### config.mk
export PLATFORM = sky130hd
export DESIGN_NAME = alu_seq16
export DESIGN_NICKNAME = d
export VERILOG_FILES = /design/src/rtl/alu_seq16.sv
export SDC_FILE = /design/constraint.sdc
export NUM_CORES = 1
export LEC_CHECK = 0
export CAP_MARGIN = 20
export CORE_MARGIN = 1.5
export CORE_UTILIZATION = 45
export DETAILED_ROUTE_END_ITERATION = 8
export PLACE_DENSITY = 0.85
export SKIP_LAST_GASP = 1
export SLEW_MARGIN = 25
export SYNTH_ARGS = -nofsm -noshare
export SYNTH_HDL_FRONTEND = slang
export SYNTH_SLANG_ARGS = --single-unit
### constraint.sdc
create_clock -name clk -period 1.7 [get_ports clk]
set_input_delay 0.255 -clock clk [delete_from_list [all_inputs] [get_ports clk]]
set_output_delay 0.255 -clock clk [all_outputs]
set_load 0.05 [all_outputs]
### src/rtl/alu_seq16.sv
`default_nettype none
// ============================================================================
//  Module   : alu_seq16
//  Purpose  : 16-bit PASS/ADD/SUB sequencer built on an external 8-bit ALU.
//             The low byte is processed first, then the high byte; ADD/SUB
//             take one extra FIX cycle to fold the low-byte carry/borrow
//             into the high byte.
//  Revision : 1.0  initial release
// ============================================================================
module alu_seq16 (
    input  logic        clk,
    input  logic        rst_n,
    input  logic        start,
    input  logic [2:0]  op,
    input  logic [15:0] a,
    input  logic [15:0] b,
    output logic        busy,
    output logic        done,
    output logic [15:0] result,
    output logic        zero,
    output logic        carry,
    output logic        sign,
    output logic        overflow,
    output logic [7:0]  alu_a,
    output logic [7:0]  alu_b,
    output logic [2:0]  alu_op,
    input  logic [7:0]  alu_result,
    input  logic        alu_carry
);

    localparam logic [2:0] OP_ADD = 3'd1;
    localparam logic [2:0] OP_SUB = 3'd2;

    typedef enum logic [2:0] {
        S_IDLE = 3'd0,
        S_LO   = 3'd1,
        S_HI   = 3'd2,
        S_FIX  = 3'd3,
        S_DONE = 3'd4
    } state_t;

    state_t      state_q, state_d;
    logic [15:0] a_q, a_d, b_q, b_d;
    logic [2:0]  op_q, op_d;
    logic [7:0]  res_lo_q, res_lo_d, tmp_hi_q, tmp_hi_d, res_hi_q, res_hi_d;
    logic        c1_q, c1_d, c2_q, c2_d, c3_q, c3_d;
    logic [15:0] result_q, result_d;
    logic        zero_q, zero_d, carry_q, carry_d, sign_q, sign_d;
    logic        overflow_q, overflow_d, done_q, done_d, busy_q, busy_d;
    logic [7:0]  alu_a_q, alu_a_d, alu_b_q, alu_b_d;
    logic [2:0]  alu_op_q, alu_op_d;

    logic        is_arith;
    logic [7:0]  final_hi;
    logic [15:0] final_res;

    assign is_arith  = (op_q == OP_ADD) || (op_q == OP_SUB);
    assign final_hi  = is_arith ? res_hi_q : tmp_hi_q;
    assign final_res = {final_hi, res_lo_q};

    // Next-state, datapath capture and ALU drive values for the following cycle
    always_comb begin
        state_d    = state_q;
        a_d        = a_q;
        b_d        = b_q;
        op_d       = op_q;
        res_lo_d   = res_lo_q;
        tmp_hi_d   = tmp_hi_q;
        res_hi_d   = res_hi_q;
        c1_d       = c1_q;
        c2_d       = c2_q;
        c3_d       = c3_q;
        result_d   = result_q;
        zero_d     = zero_q;
        carry_d    = carry_q;
        sign_d     = sign_q;
        overflow_d = overflow_q;
        done_d     = 1'b0;

        case (state_q)
            S_IDLE: begin
                if (start) begin
                    a_d     = a;
                    b_d     = b;
                    op_d    = op;
                    state_d = S_LO;
                end
            end
            S_LO: begin
                res_lo_d = alu_result;
                c1_d     = alu_carry;
                state_d  = S_HI;
            end
            S_HI: begin
                tmp_hi_d = alu_result;
                c2_d     = alu_carry;
                state_d  = is_arith ? S_FIX : S_DONE;
            end
            S_FIX: begin
                res_hi_d = alu_result;
                c3_d     = alu_carry;
                state_d  = S_DONE;
            end
            S_DONE: begin
                result_d = final_res;
                zero_d   = (final_res == 16'd0);
                sign_d   = final_res[15];
                carry_d  = is_arith & (c2_q | c3_q);
                if (op_q == OP_ADD)
                    overflow_d = (a_q[15] == b_q[15]) && (final_res[15] != a_q[15]);
                else if (op_q == OP_SUB)
                    overflow_d = (a_q[15] != b_q[15]) && (final_res[15] != a_q[15]);
                else
                    overflow_d = 1'b0;
                done_d  = 1'b1;
                state_d = S_IDLE;
            end
            default: state_d = S_IDLE;
        endcase

        // Outputs are registered, so they are decoded from the state being entered
        busy_d   = (state_d != S_IDLE);
        alu_a_d  = 8'd0;
        alu_b_d  = 8'd0;
        alu_op_d = 3'd0;
        case (state_d)
            S_LO: begin
                alu_a_d  = a_d[7:0];
                alu_b_d  = b_d[7:0];
                alu_op_d = op_d;
            end
            S_HI: begin
                alu_a_d  = a_d[15:8];
                alu_b_d  = b_d[15:8];
                alu_op_d = op_d;
            end
            S_FIX: begin
                alu_a_d  = tmp_hi_d;
                alu_b_d  = {7'd0, c1_d};
                alu_op_d = op_d;
            end
            default: begin
                alu_a_d  = 8'd0;
                alu_b_d  = 8'd0;
                alu_op_d = 3'd0;
            end
        endcase
    end

    // All state and registered outputs; asynchronous reset aborts any operation
    always_ff @(posedge clk or negedge rst_n) begin
        if (!rst_n) begin
            state_q    <= S_IDLE;
            a_q        <= 16'd0;
            b_q        <= 16'd0;
            op_q       <= 3'd0;
            res_lo_q   <= 8'd0;
            tmp_hi_q   <= 8'd0;
            res_hi_q   <= 8'd0;
            c1_q       <= 1'b0;
            c2_q       <= 1'b0;
            c3_q       <= 1'b0;
            result_q   <= 16'd0;
            zero_q     <= 1'b0;
            carry_q    <= 1'b0;
            sign_q     <= 1'b0;
            overflow_q <= 1'b0;
            done_q     <= 1'b0;
            busy_q     <= 1'b0;
            alu_a_q    <= 8'd0;
            alu_b_q    <= 8'd0;
            alu_op_q   <= 3'd0;
        end else begin
            state_q    <= state_d;
            a_q        <= a_d;
            b_q        <= b_d;
            op_q       <= op_d;
            res_lo_q   <= res_lo_d;
            tmp_hi_q   <= tmp_hi_d;
            res_hi_q   <= res_hi_d;
            c1_q       <= c1_d;
            c2_q       <= c2_d;
            c3_q       <= c3_d;
            result_q   <= result_d;
            zero_q     <= zero_d;
            carry_q    <= carry_d;
            sign_q     <= sign_d;
            overflow_q <= overflow_d;
            done_q     <= done_d;
            busy_q     <= busy_d;
            alu_a_q    <= alu_a_d;
            alu_b_q    <= alu_b_d;
            alu_op_q   <= alu_op_d;
        end
    end

    assign busy     = busy_q;
    assign done     = done_q;
    assign result   = result_q;
    assign zero     = zero_q;
    assign carry    = carry_q;
    assign sign     = sign_q;
    assign overflow = overflow_q;
    assign alu_a    = alu_a_q;
    assign alu_b    = alu_b_q;
    assign alu_op   = alu_op_q;

endmodule
`default_nettype wire

==> out/qor.yml, run 1 <==
die:
  start_util_pct: 46.5
  die-width_um: 92.6
  die_h_um: 92.6
  pin_count: 88
  rows: 32
  die_area_um2: 8580
  core_area_um2: 7770
synth:
  ys_top_cells_by_area: "dfrtp_1 (62%), nand2_1 (10%), mux2_2 (8.4%)"
  ys_ff_latch: 89
  synth_enable_flop_cells: 0
  synth_largest_area_cell: "dfrtp_1"
  yosysWarnings: 0
  synth.distinct_cells: 32
  synthArstFlopShare_pct: 100
  netlist.area_leader.share_pct: 61.6
  ys_seq_area_share_pct: 61.6
  synth-main-ff-cell: "dfrtp_1"
  synthesis.area_um2: 3610
  avgSynthCellArea_um2: 11.0
  synth_nets: 375
  synth.most_common_cell: "nand2_1"
  syn_inst: 328
  synthTopCellsByCount: "nand2_1 (96), dfrtp_1 (89), nand3_1 (30), mux2_2 (27), o21ai_0 (12)"
timing:
  finalCritPeriodShare_pct: 93.3
  finalSetupViolCount: 0
  worstMarginPinSlew_ns: 0.467
  timing.final.ws_setup_ns: 0.113
  maxSlewHeadroom_pct: 68.8
  min_period_ns: 1.59
  tns_ns: 0
  finalClockSkew_ns: 0.0172
  hold_viol: 0
  rsz0062_at_grt: "false"
  fmax_mhz: 630
  slew_viol_final: 0
finish:
  antennaDiodeCount: 0
  drive_gt1_share_pct: 24.1
  areaGrowthSynthToFinish_pct: 32.3
  fin_nets: 469
global_route:
  grt_max_degree: 47
  grt_pass1_wl_um: 13400
  grt_pass1_vias: 2721
  grt_usage_pct: 20.2
  antenna_found_initial: 0
  gr-total-overflow: 0
run:
  drv_cap: 0
place:
  place.detailed.hpwl_um: 5890
  gp_congestion: 0.845
  io_buffers: 87
  dp_slack_ns: 0.0569
power_and_ir_drop:
  swShare_pct: 44.3
  seq_power_share_pct: 36.8
  pwr-share-comb_pct: 48.3
  netSwitchingPower_uw: 4500
  intPower_uw: 5660
  leakage_uw: 0.00227
  peakVddDrop_mv: 0.842
  powerDensity_nw_per_um2: 2130
  clkPwrFrac_pct: 14.9
setup_path:
  critPathRequiredTime_ns: 1.93
  cp_max_fo: 11
  endpoint_kind: "register"
  critPathKind: "reg -> reg"
  worst_setup_path_start_kind: "register"
  crit_arrival_ns: 1.82
detailed_routing:
  routed_via_density: 5.25
  drt-met1-wl_um: 3550
  antenna_left: 0
  routed-wl-met3_um: 436
  dr_wl_met2_um: 4000
  vias: 2777
  drc_errors: 0
  post_drt_wl_per_cell_um: 15.3
  drt-total-wl_um: 8120
  first_iter_violations: 137
  firstDrtPassIters: 4
  routed.top_layer: "met4"
clock_network:
  clockBufferDepth: 2
  cts_root_buffer: "clkbuf_8"
  cts_tree: "built"
  clk_pin_slew_worst_paths_ns: 0.10
  cts_max_level: 3
  cts_buffers: 9
  clk_latency_ns: 0.36
  clock-sinks: 89
worst_hold_path:
  hp-class: "in -> async"
outcome:
  outcome: "completed"
-- layer usage --
| layer | vias to the layer above | global-route usage [%] |
|---|---|---|
| met1 | 1377 | 26.5 |
| met3 | 15 | 4.76 |
| li1 | 1300 | - |
| met5 | - | 0 |
| met2 | 85 | 33.0 |
| met4 | 0 | 6.57 |
-- through the flow --
stage	hold slack (ns)	util, %	total power, µW	cell area, µm²	cells
2_1_floorplan	-0.0406	-	7120	3610	328
4_1_cts	0.341	61.5	10200	4780	529
3_5_place_dp	0.189	58.7	8700	4560	512
5_1_grt	0.365	61.5	10800	4780	529
3_3_place_gp	0.183	58.7	8510	4560	512
6_report	0.339	61.5	10200	4780	529
-- repair_timing --
action                     4_1_cts  5_1_grt
setup endpoints to repair        0        0
resized for setup                0        0
hold buffers                     1        0
hold endpoints to repair        24        0
buffers inserted                 0        0
-- power groups by stage --
stage          logic (µW)  clock network [µW]  registers [µW]
6_report             4900                1520            3740
5_1_grt              5260                1640            3860
4_1_cts              4940                1540            3740
3_5_place_dp         4920                   0            3780
3_3_place_gp         4780                   0            3730
2_1_floorplan        2090                   0            5030
-- logic make-up after synthesis --
kind of cell              synth area share [%]
AOI/OAI and AO/OA                         5.68
xor gates and xnor gates                 0.727
buffers and inverters                     3.19
DFF                                       61.6
muxes                                     11.0
and+or+nand+nor                           17.8
-- flip-flops by register name, indices dropped and copies added, names as in the netlist --
signal    cells
b_q           8
done          1
state_q       3
res_lo_q      8
c1_q          1
a_q           8
alu_b         8
op_q          3
c2_q          1
carry         1
alu_op        3
tmp_hi_q      8
res_hi_q      8
alu_a         8
zero          1
busy          1
overflow      1
c3_q          1
result       16
-- layout make-up --
type / count / area, µm²
sequential: 89 / 2230
clock buffer: 10 / 138
multi-input combinational: 214 / 1270
inverter: 5 / 18.8
timing repair buffer: 103 / 926
clock inverter: 6 / 71.3
tap: 102 / 128
fill: 630 / 2990
-- worst max-delay path, stage by stage, from the launching register on --
cell     delay (ns)
dfrtp_1        0.48
buf_4          0.22
nand2_1        0.35
mux2_2         0.40
-- final timing paths --
path / from / to / slack [ns] / cells after the start
worst min register to register: result[1]$_DFFE_PN0P_ / result[1]$_DFFE_PN0P_ / 0.48 / 2
worst min-delay path: rst_n / alu_b[7]$_DFF_PN0_ / 0.34 / 2
min in group clk: b[14] / b_q[14]$_DFF_PN0_ / 0.40 / 3
worst max-delay path: state_q[0]$_DFF_PN0_ / res_hi_q[7]$_DFFE_PN0N_ / 0.11 / 3
worst max register to register: state_q[0]$_DFF_PN0_ / res_hi_q[7]$_DFFE_PN0N_ / 0.11 / 3
max in group asynchronous: rst_n / alu_b[1]$_DFF_PN0_ / 0.78 / 3
-- placed cells by master, fill, tap and decap left out, types with 7 or more instances in the layout --
| master | Yosys | layout |
|---|---|---|
| dfrtp_1 | 89 | 89 |
| clkbuf_8 | 0 | 10 |
| mux2_2 | 27 | 27 |
| nand3_1 | 30 | 30 |
| buf_4 | 4 | 54 |
| clkdlybuf4s50_1 | 0 | 45 |
| mux2i_1 | 7 | 7 |
| a32o_1 | 8 | 8 |
| o21ai_0 | 12 | 12 |
| nand2_1 | 96 | 96 |
(Power assumes the default switching activity.)
==> run 2, diff against run 1 <==
- CORE_UTILIZATION: 45 -> 49
- GPL_ROUTABILITY_DRIVEN: not set -> 0
- PLACE_DENSITY: 0.85 -> 0.9
==> out/qor.yml, run 2 (synthesis results as in run 1) <==
outcome:
  outcome: "completed"
setup_path:
  endpoint_kind: "register"
  worst_setup_path_start_kind: "register"
  crit_arrival_ns: 1.89
  critPathRequiredTime_ns: 1.98
  critPathKind: "reg -> reg"
  cp_max_fo: 12
detailed_routing:
  post_drt_wl_per_cell_um: 15.6
  first_iter_violations: 150
  routed_via_density: 5.24
  antenna_left: 0
  drc_errors: 0
  drt-total-wl_um: 8140
  firstDrtPassIters: 4
  vias: 2738
timing:
  hold_viol: 0
  rsz0062_at_grt: "false"
  min_period_ns: 1.61
  fmax_mhz: 622
  finalCritPeriodShare_pct: 94.6
  holdWs_ns: 0.401
  slew_viol_final: 0
  worstMarginPinSlew_ns: 0.486
  finalClockSkew_ns: 0.00762
  finalSetupViolCount: 0
  maxSlewHeadroom_pct: 67.5
finish:
  antennaDiodeCount: 0
  largest_register_ff_count: 16
  final_cell_mix: "nand2_1 (96), dfrtp_1 (89), buf_4 (50)"
  fin_nets: 466
  final_common_cell: "nand2_1"
  areaGrowthSynthToFinish_pct: 32.5
  drive_gt1_share_pct: 23.6
  stdcell_area_um2: 4790
power_and_ir_drop:
  netSwitchingPower_uw: 4520
  powerDensity_nw_per_um2: 2180
  clkPwrFrac_pct: 16.7
  intPower_uw: 5900
  peakVddDrop_mv: 0.947
  leakage_uw: 0.00228
  pwr-share-comb_pct: 46.9
  seq_power_share_pct: 36.5
  swShare_pct: 43.3
die:
  start_util_pct: 50.4
  die_area_um2: 7900
  rows: 31
  core_area_um2: 7180
  die_h_um: 88.9
  die-width_um: 88.9
  pin_count: 88
clock_network:
  clk_latency_ns: 0.36
  cts_setup_buffers: 0
  cts_root_buffer: "clkbuf_8"
  cts_tree: "built"
  cts_max_level: 3
  cts_buffers: 9
  clk_pin_slew_worst_paths_ns: 0.09
  clock-sinks: 89
  clockBufferDepth: 2
global_route:
  grt_usage_pct: 22.0
  gr-total-overflow: 0
  antenna_found_initial: 0
  grt_pass1_wl_um: 12900
  grt_max_degree: 39
  grt_pass1_vias: 2640
run:
  drv_cap: 0
place:
  io_buffers: 87
  place.detailed.hpwl_um: 5630
  dpl_cell_area_um2: 4530
worst_hold_path:
  hp-class: "in -> async"
-- run 2: changes by cell type in the layout (fill, tap and decap cells not counted), sizes merged --
cell	change
buf	-3
bufinv	+2
clkbuf	-1
clkinv	+3
clkinvlp	-2
inv	-2
-- run 2: power groups by stage --
stage / Sequential [µW] / Clock (µW) / Combinational [µW]
floorplan: 5030 / 0 / 2090
global placement: 3760 / 0 / 4720
detailed placement: 3810 / 0 / 4860
CTS: 3790 / 1760 / 4900
global route: 3890 / 1830 / 5260
finish: 3800 / 1740 / 4880
-- run 2: per-layer routing --
metal,track usage (%),up-vias,share of wire [%]
met3,5.22,11,5.7
met5,0,-,0
li1,-,1291,-
met4,7.24,0,1.3
met2,36.4,104,51
met1,28.8,1332,42
-- run 2: final cells by class --
cell class              instances  area [µm²]
clock buffers                   9         124
clock inverters                 7         118
fillers                       558        2390
inverters                       5        18.8
multi-input cells             214        1270
flip-flops and latches         89        2230
well taps                      99         124
repair buffers                100         907
-- run 2: metrics by stage --
| step | setup TNS (ns) | power (µW) | util (%) | cells | setup WS, ns |
|---|---|---|---|---|---|
| 2_1_floorplan | 0 | 7120 | - | 328 | 0.184 |
| 3_3_place_gp | -0.00116 | 8490 | 63.2 | 506 | -0.00116 |
| 3_5_place_dp | -0.115 | 8670 | 63.2 | 506 | -0.0641 |
| 4_1_cts | 0 | 10500 | 66.7 | 523 | 0.100 |
| 5_1_grt | 0 | 11000 | 66.7 | 523 | 0.0165 |
| 6_report | 0 | 10400 | 66.7 | 523 | 0.0915 |
-- run 2: worst paths after layout --
check                                               end             startpoint  cells after the start  slack [ns]
worst max-delay path                   zero$_DFFE_PN0P_   state_q[0]$_DFF_PN0_                      6        0.09
worst min-delay path                     done$_DFF_PN0_                  rst_n                      2        0.40
worst max register to register         zero$_DFFE_PN0P_   state_q[0]$_DFF_PN0_                      6        0.09
worst min register to register    result[7]$_DFFE_PN0P_  result[7]$_DFFE_PN0P_                      2        0.48
max in group asynchronous       res_hi_q[4]$_DFFE_PN0N_                  rst_n                      3        0.71
min in group clk                      b_q[14]$_DFF_PN0_                  b[14]                      3        0.42
-- run 2: worst max-delay path: stages, from the launching register on --
cell and delay [ns]:
dfrtp_1 0.48, buf_4 0.21, nor2_1 0.14, nand2_1 0.13, inv_1 0.29, nand3_1 0.14
o21ai_1 0.15
-- run 2: repair_timing --
action / CTS / global route
resized for setup: 0 / 1
hold buffers: 1 / 0
setup endpoints to repair: 0 / 2
hold endpoints to repair: 36 / 0
==> run 3, diff against run 2 <==
- PLACE_DENSITY: 0.9 -> 0.79
- SKIP_LAST_GASP: 1 -> not set
- SLEW_MARGIN: 25 -> 20
==> out/qor.yml, run 3 (synthesis results as in run 1) <==
clock_network:
  clock-sinks: 89
  clockBufferDepth: 2
  cts_root_buffer: "clkbuf_8"
  cts_tree: "built"
  cts_buffers: 9
  clk_pin_slew_worst_paths_ns: 0.08
  cts_setup_buffers: 0
  cts_max_level: 3
  clk_latency_ns: 0.36
place:
  place.detailed.hpwl_um: 5660
  placed_cells: 511
  io_buffers: 87
detailed_routing:
  drc_errors: 0
  vias: 2747
  post_drt_wl_per_cell_um: 15.0
  routed_via_density: 5.21
  antenna_left: 0
  drt-total-wl_um: 7890
  first_iter_violations: 133
  firstDrtPassIters: 4
setup_path:
  critPathRequiredTime_ns: 1.97
  crit_arrival_ns: 1.81
  critPathKind: "reg -> reg"
  critPathBufInv: 1
  cp_max_fo: 12
  critPathSlowestCell: "dfrtp_1"
  endpoint_kind: "register"
  worstRegToRegCells: 5
  path_cells: "nor2_1, nand2_1, inv_1, nand3_1, o21ai_1"
  ff2ff_setup_slack_ns: 0.16
  crit_family: "flip-flops"
  r2r-start: "state_q[0]$_DFF_PN0_"
  reg2reg_to: "zero$_DFFE_PN0P_"
  critical_path.max_stage_delay_ns: 0.49
  worst_setup_path_start_kind: "register"
worst_hold_path:
  hp-class: "in -> async"
die:
  rows: 31
  start_util_pct: 50.4
  die_h_um: 88.9
  core_area_um2: 7180
  die_area_um2: 7900
  die-width_um: 88.9
  pin_count: 88
global_route:
  gr-total-overflow: 0
  grt_pass1_vias: 2750
  grt_max_degree: 39
  antenna_found_initial: 0
  grt_pass1_wl_um: 12900
  grt_usage_pct: 22.2
timing:
  maxSlewHeadroom_pct: 66.3
  hold_viol: 0
  min_period_ns: 1.54
  rsz0062_at_grt: "false"
  finalCritPeriodShare_pct: 90.9
  slew_viol_final: 0
  finalClockSkew_ns: 0.00663
  finalSetupViolCount: 0
  fmax_mhz: 647
  worstMarginPinSlew_ns: 0.504
  holdWs_ns: 0.409
  tns_ns: 0
finish:
  instances_no_fill: 527
  final_common_cell: "nand2_1"
  areaGrowthSynthToFinish_pct: 32.5
  drive_gt1_share_pct: 24.1
  fin_nets: 471
  antennaDiodeCount: 0
  final_cell_mix: "nand2_1 (96), dfrtp_1 (89), buf_4 (55)"
  largest_register_ff_count: 16
power_and_ir_drop:
  peakVddDrop_mv: 1.10
  leakage_uw: 0.00228
  powerDensity_nw_per_um2: 2110
run:
  drv_cap: 0
outcome:
  outcome: "completed"
-- run 3: changes by cell type in the layout (fill, tap and decap cells not counted), sizes merged --
cell	delta
inv	-1
bufinv	-2
clkinv	-1
clkbuf	+3
buf	+5
-- run 3: report_power, final --
part	total [µW]	switching, µW	internal [µW]
clock network	1440	689	748
logic	4910	3050	1860
registers	3770	661	3110
total	10100	4400	5720
-- run 3: per-layer routing --
layer,GRT usage [%],routed length (µm),vias up
li1,-,-,1301
met1,29.0,3460,1347
met2,35.7,3850,88
met3,4.20,445,11
met4,10.7,129,0
met5,0,0,-
-- run 3: what timing repair did --
item                                   4_1_cts  5_1_grt
endpoints found under the hold margin       33        0
hold buffers                                 1        0
resized for setup                            0        0
-- run 3: how the worst max path moves through the flow --
stage	slack, ns	cells past startpoint	to	start
after detailed placement	0.04	4	alu_op[0]$_DFF_PN0_	start
after CTS	0.17	5	zero$_DFFE_PN0P_	state_q[0]$_DFF_PN0_
after global routing	0.05	5	zero$_DFFE_PN0P_	state_q[0]$_DFF_PN0_
final	0.16	5	zero$_DFFE_PN0P_	state_q[0]$_DFF_PN0_
after floorplan	0.18	6	tmp_hi_q[5]$_DFF_PN0_	state_q[2]$_DFF_PN0_
after global placement	0.08	4	alu_op[0]$_DFF_PN0_	start
-- run 3: through the flow --
| step | setup WS (ns) | power (µW) | utilization, % | cell area [µm²] |
|---|---|---|---|---|
| floorplan | 0.184 | 7120 | - | 3610 |
| global placement | 0.0822 | 8590 | 63.9 | 4580 |
| detailed placement | 0.0388 | 8740 | 63.9 | 4580 |
| CTS | 0.169 | 10200 | 66.7 | 4790 |
| global route | 0.0538 | 10700 | 66.7 | 4790 |
| finish | 0.155 | 10100 | 66.7 | 4790 |
-- run 3: area by class of cell --
class,count,area (µm²)
Clock inverter,3,40.0
Inverter,5,18.8
Timing Repair Buffer,105,953
Tap cell,99,124
Multi-Input combinational cell,214,1270
Clock buffer,12,155
Sequential cell,89,2230
Fill cell,544,2390
